File: src/rtl/hazard_unit_pkg.sv
// Shared types and constants for the pipeline hazard unit and its MDU stall timer.
package hazard_unit_pkg;

  typedef enum logic {
    StRun     = 1'b0,
    StMduWait = 1'b1
  } state_e;

  localparam logic [4:0] REG_ZERO            = 5'd0;
  localparam int unsigned MDU_LATENCY_DEFAULT = 4;
  localparam int unsigned TIMER_W             = 5;

  // $zero never creates a dependency, so it can never match.
  function automatic logic reg_match(logic [4:0] dst, logic [4:0] src);
    return (dst != REG_ZERO) && (dst == src);
  endfunction

endpackage

File: src/rtl/mdu_timer.sv
// Loadable down-counter that times the multiply/divide stall window.
module mdu_timer #(
  parameter int unsigned W = 5
) (
  input  logic         clk,
  input  logic         reset,
  input  logic         load,
  input  logic [W-1:0] load_val,
  input  logic         dec,
  output logic         zero
);

  logic [W-1:0] cnt_d, cnt_q;

  always_comb begin
    cnt_d = cnt_q;
    if (load) begin
      cnt_d = load_val;
    end else if (dec && (cnt_q != '0)) begin
      cnt_d = cnt_q - 1'b1;
    end
  end

  always_ff @(posedge clk or negedge reset) begin
    if (!reset) begin
      cnt_q <= '0;
    end else begin
      cnt_q <= cnt_d;
    end
  end

  assign zero = (cnt_q == '0);

endmodule

File: src/rtl/hazard_unit.sv
// Pipeline hazard unit: load-use stalls, branch/jump flushes, multi-cycle MDU freeze
// and a saturating stall-cycle performance counter.
module hazard_unit
  import hazard_unit_pkg::*;
#(
  parameter int unsigned MDU_LATENCY = MDU_LATENCY_DEFAULT,
  parameter int unsigned CNT_W       = 16
) (
  input  logic             clk,
  input  logic             reset,
  input  logic [4:0]       id_rs,
  input  logic [4:0]       id_rt,
  input  logic             ex_mem_read,
  input  logic [4:0]       ex_rt,
  input  logic             branch_taken,
  input  logic             jump,
  input  logic             mdu_start,
  output logic             pc_enable,
  output logic             if_id_enable,
  output logic             if_id_flush,
  output logic             id_ex_bubble,
  output logic             ex_hold,
  output logic [CNT_W-1:0] stall_count
);

  localparam logic [TIMER_W-1:0] LoadVal = TIMER_W'(MDU_LATENCY - 1);

  state_e           state_d, state_q;
  logic [CNT_W-1:0] stall_d, stall_q;
  logic             load_use;
  logic             timer_load, timer_dec, timer_zero;

  assign load_use = ex_mem_read && (reg_match(ex_rt, id_rs) || reg_match(ex_rt, id_rt));

  always_comb begin
    state_d      = state_q;
    pc_enable    = 1'b0;
    if_id_enable = 1'b0;
    if_id_flush  = 1'b0;
    id_ex_bubble = 1'b0;
    ex_hold      = 1'b0;
    timer_load   = 1'b0;
    timer_dec    = 1'b0;
    if (reset) begin
      unique case (state_q)
        StRun: begin
          pc_enable    = !load_use;
          if_id_enable = !load_use;
          id_ex_bubble = load_use;
          // Flush is dropped under a load-use stall: ID is re-evaluated next cycle.
          if_id_flush  = (branch_taken || jump) && !load_use;
          if (mdu_start) begin
            state_d    = StMduWait;
            timer_load = 1'b1;
          end
        end
        StMduWait: begin
          ex_hold   = 1'b1;
          timer_dec = 1'b1;
          if (timer_zero) begin
            state_d = StRun;
          end
        end
        default: state_d = StRun;
      endcase
    end
  end

  always_comb begin
    stall_d = stall_q;
    if (!pc_enable && (stall_q != {CNT_W{1'b1}})) begin
      stall_d = stall_q + 1'b1;
    end
  end

  always_ff @(posedge clk or negedge reset) begin
    if (!reset) begin
      state_q <= StRun;
      stall_q <= '0;
    end else begin
      state_q <= state_d;
      stall_q <= stall_d;
    end
  end

  assign stall_count = stall_q;

  mdu_timer #(
    .W (TIMER_W)
  ) u_mdu_timer (
    .clk      (clk),
    .reset    (reset),
    .load     (timer_load),
    .load_val (LoadVal),
    .dec      (timer_dec),
    .zero     (timer_zero)
  );

endmodule

File: config.mk
export PLATFORM = sky130hd
export DESIGN_NAME = hazard_unit
export DESIGN_NICKNAME = d
export VERILOG_FILES = /design/src/rtl/hazard_unit_pkg.sv /design/src/rtl/mdu_timer.sv /design/src/rtl/hazard_unit.sv
export SDC_FILE = /design/constraint.sdc
export NUM_CORES = 1
export LEC_CHECK = 0
export CAP_MARGIN = 10
export CORE_AREA = 5 5 59 71
export CTS_CLUSTER_DIAMETER = 40
export CTS_CLUSTER_SIZE = 40
export DETAILED_ROUTE_END_ITERATION = 8
export DIE_AREA = 0 0 64 76
export HOLD_SLACK_MARGIN = 0.15
export PLACE_DENSITY = 0.77
export SETUP_SLACK_MARGIN = 0.15
export SLEW_MARGIN = 20
export SYNTH_ARGS = -nofsm -noshare
export SYNTH_HDL_FRONTEND = slang
export SYNTH_HIERARCHICAL = 1
export SYNTH_SLANG_ARGS = --single-unit
File: constraint.sdc
create_clock -name clk -period 1.84 [get_ports clk]
set_input_delay 0.184 -clock clk [delete_from_list [all_inputs] [get_ports clk]]
set_output_delay 0.184 -clock clk [all_outputs]
set_load 0.01 [all_outputs]
==> load_flow_metrics.sql <==
INSERT INTO impl_metrics (metric_group, metric, value, unit) VALUES
('placed_design', 'half_perimeter_wire_length_after_placement', '2.362', 'mm'),
('power_and_ir_drop', 'power_leakage', '0.9636', 'nW'),
('setup_path', 'timing.critical_path.max_delay_family', 'buffers and inverters', ''),
('route', 'detailedRoute.firstIterationViolations', '64', ''),
('min_path', 'hold_depth', '1', ''),
('sta', 'report.final.setup_viol', '0', ''),
('sta', 'timing.hold.ws', '0.4951', 'ns'),
('power_and_ir_drop', 'vdd_ir_drop_max', '990.3', 'µV'),
('yosys', 'syn_avg_cell_area', '9.759', 'µm²'),
('yosys', 'ys_top_cells_by_count', '22 x sky130_fd_sc_hd__dfrtp_1, 13 x sky130_fd_sc_hd__xnor2_1, 12 x sky130_fd_sc_hd__nand2_1, 9 x sky130_fd_sc_hd__xor2_1, 7 x sky130_fd_sc_hd__nand3_1', ''),
('placed_design', 'placement.io_buffers', '41', ''),
('yosys', 'synthMostInstantiatedCell', 'sky130_fd_sc_hd__dfrtp_1', ''),
('yosys', 'synth_top_area_share', '41.79', '%'),
('route', 'ant_nets', '0', ''),
('sta', 'post-route-period-util', '90.57', '%'),
('yosys', 'ys_types', '40', ''),
('layout', 'drive_above_1_share', '33.33', '%'),
('global_route', 'via_count_of_the_first_global_routing_pass', '1321', ''),
('setup_path', 'crit_chain', 'dlygate4sd2_1, xnor2_1, nand3_1, o22ai_2, buf_6, a21oi_4, buf_6, buf_12, buf_4, nor3_2, xor2_1', ''),
('yosys', 'part_of_the_yosys_area_used_for_sequential_elements', '41.79', '%'),
('yosys', 'ys_ff_latch', '22', ''),
('setup_path', 'critPathCaptureType', 'flip-flop', ''),
('yosys', 'yosys-top-cells-area', 'sky130_fd_sc_hd__dfrtp_1 42%, sky130_fd_sc_hd__xnor2_1 8.6%, sky130_fd_sc_hd__xor2_1 6.0%', ''),
('setup_path', 'cpMostUsedCell', 'sky130_fd_sc_hd__buf_6', ''),
('setup_path', 'worst_path_max_delay_cell', 'sky130_fd_sc_hd__dlygate4sd2_1', ''),
('flow_run', 'drv_cap', '0', ''),
('min_path', 'worst_hold_path.endpoint', 'state_q$_DFFE_PN0P_', ''),
('layout', 'layout_utilization', '61.61', '%'),
('yosys', 'syn-instance-count', '135', ''),
('min_path', 'timing.hold.worst.class', 'flip-flop to flip-flop', ''),
('cts', 'clkTransAtPathRegs', '0.08', 'ns'),
('cts', 'cts_tree', 'done', ''),
('global_route', 'overall_global_routing_usage', '14.45', '%'),
('layout', 'num-nets-final', '234', ''),
('power_and_ir_drop', 'power_switching_share', '34.76', '%'),
('setup_path', 'rrSetupSlack', '0.19', 'ns'),
('sta', 'timing.clock.skew', '0.007487', 'ns'),
('route', 'routed_wire_length_per_instance', '14.30', 'µm'),
('yosys', 'synthArstFlopShare', '100.0', '%'),
('cts', 'numCtsBuffers', '3', ''),
('min_path', 'min_from', 'state_q$_DFFE_PN0P_', ''),
('layout', 'finalInstanceArea', '0.002165', 'mm²'),
('global_route', 'global_route_wire_length_before_repair', '5.858', 'mm'),
('cts', 'clkLatencyLatePin', '0.26', 'ns'),
('power_and_ir_drop', 'switchingPower', '0.8329', 'mW'),
('placed_design', 'gp_congestion', '0.8092', ''),
('setup_path', 'crit_type', 'input pin to flip-flop', ''),
('yosys', 'synth_enable_flop_cells', '0', ''),
('global_route', 'grt_max_degree', '18', ''),
('route', 'drc', '0', ''),
('setup_path', 'reg2reg_to', 'u_mdu_timer/cnt_q[0]$_DFFE_PN0P_', ''),
('sta', 'achievable-frequency', '0.6000', 'GHz'),
('sta', 'rsz0062_at_grt', 'yes', ''),
('placed_design', 'detailed_place.area', '0.001901', 'mm²'),
('yosys', 'post_synth_top_flop', 'sky130_fd_sc_hd__dfrtp_1', ''),
('setup_path', 'critical_path.n_buffers_inverters', '5', ''),
('route', 'drt-total-wl', '3.561', 'mm'),
('floorplan', 'io_pins', '42', ''),
('setup_path', 'worstRegToRegCells', '5', ''),
('power_and_ir_drop', 'cell_internal_pwr', '1.564', 'mW'),
('status', 'outcome', 'finished clean', ''),
('floorplan', 'placeableCoreArea', '0.003513', 'mm²'),
('power_and_ir_drop', 'clockPowerShare', '13.9', '%'),
('cts', 'htree_levels', '1', ''),
('power_and_ir_drop', 'power.density_cell_area', '1107', 'mW/mm²'),
('setup_path', 'worst_ep_required_time', '2.02', 'ns'),
('floorplan', 'row_count', '24', ''),
('floorplan', 'fp.dieArea', '0.004864', 'mm²'),
('route', 'dr.pass1.iters', '4', ''),
('setup_path', 'startpoint_type', 'input pin', ''),
('floorplan', 'die-height', '76', 'µm');
==> layout by cell type (no fill, tap or decap), types with 4 or more instances in the layout <==
| cell | netlist | final |
|---|---|---|
| sky130_fd_sc_hd__buf_4 | 1 | 24 |
| sky130_fd_sc_hd__dfrtp_1 | 22 | 22 |
| sky130_fd_sc_hd__clkdlybuf4s50_1 | 0 | 20 |
| sky130_fd_sc_hd__xnor2_1 | 13 | 12 |
| sky130_fd_sc_hd__nand2_1 | 12 | 11 |
| sky130_fd_sc_hd__xor2_1 | 9 | 9 |
| sky130_fd_sc_hd__dlygate4sd2_1 | 0 | 8 |
| sky130_fd_sc_hd__a21oi_1 | 6 | 6 |
| sky130_fd_sc_hd__nand3_1 | 7 | 5 |
| sky130_fd_sc_hd__nand4_1 | 5 | 5 |
| sky130_fd_sc_hd__buf_6 | 1 | 5 |
| sky130_fd_sc_hd__buf_2 | 0 | 5 |
| sky130_fd_sc_hd__conb_1 | 2 | 5 |
| sky130_fd_sc_hd__inv_1 | 5 | 4 |
| sky130_fd_sc_hd__clkbuf_8 | 0 | 4 |
==> metrics by stage <==
stage	setup slack, ns	TNS, ns	std cells	total power, mW
2_1_floorplan	0.1311	0	138	1.353
3_3_place_gp	-0.6369	-8.359	233	1.872
3_5_place_dp	-0.6507	-8.847	233	1.887
4_1_cts	0.1199	0	243	2.322
5_1_grt	0.05881	0	249	2.569
6_report	0.1734	0	249	2.396
==> registers in the layout (all words and copies together), names as in the netlist <==
signal / count
stall_count: 16
state_q: 1
u_mdu_timer/cnt_q: 5
==> power groups by stage <==
stage	Combinational (mW)	Sequential, mW	Clock [mW]
4_1_cts	1.19	0.795	0.342
3_3_place_gp	1.07	0.797	0
6_report	1.26	0.801	0.333
3_5_place_dp	1.08	0.803	0
5_1_grt	1.37	0.828	0.369
2_1_floorplan	0.490	0.863	0
==> area by class of cell <==
type	instances	area (µm²)
clock buffers	4	55.05
fillers	292	1349
flip-flops and latches	22	550.5
inverters	5	18.77
multi-input cells	108	853.3
well taps	39	48.80
repair buffers	71	638.1
==> worst max path at each step <==
stage | depth (start not counted) | from | slack (ns) | endpoint
after global placement | 6 | ex_rt[1] | -0.64 | if_id_flush
after global routing | 11 | id_rs[0] | 0.06 | stall_count[9]$_DFFE_PN0P_
after detailed placement | 6 | ex_rt[1] | -0.65 | if_id_flush
final | 11 | id_rs[4] | 0.17 | stall_count[9]$_DFFE_PN0P_
after CTS | 8 | ex_rt[1] | 0.12 | stall_count[8]$_DFFE_PN0P_
after floorplan | 5 | ex_rt[1] | 0.13 | stall_count[1]$_DFFE_PN0P_
==> cells by family after synthesis <==
kind of cell             share of synthesized area (%)
AO/OA/AOI/OAI                                    10.07
multiplexers                                     2.564
other                                           0.5700
flip-flops                                       41.79
XOR/XNOR                                         14.63
AND/OR/NAND/NOR                                  25.36
adder cells (fa/ha/maj)                          1.899
buffers and inverters                            3.134
==> routing by layer <==
| layer | routed length [µm] | global-route usage, % | vias to the layer above |
|---|---|---|---|
| li1 | - | - | 625 |
| met5 | 0 | 0 | - |
| met2 | 1804 | 23.84 | 33 |
| met1 | 1470 | 17.24 | 583 |
| met3 | 227 | 3.097 | 4 |
| met4 | 59 | 7.484 | 0 |
==> repair_timing <==
item / in CTS / in global routing
endpoints found under the setup margin: 21 / 19
endpoints found under the hold margin: 22 / 0
gates resized for setup: 59 / 23
setup buffers: 5 / 6
hold buffers: 1 / 0
pin swaps: 21 / 13
No activity file was read; power rests on OpenSTA's default activity.
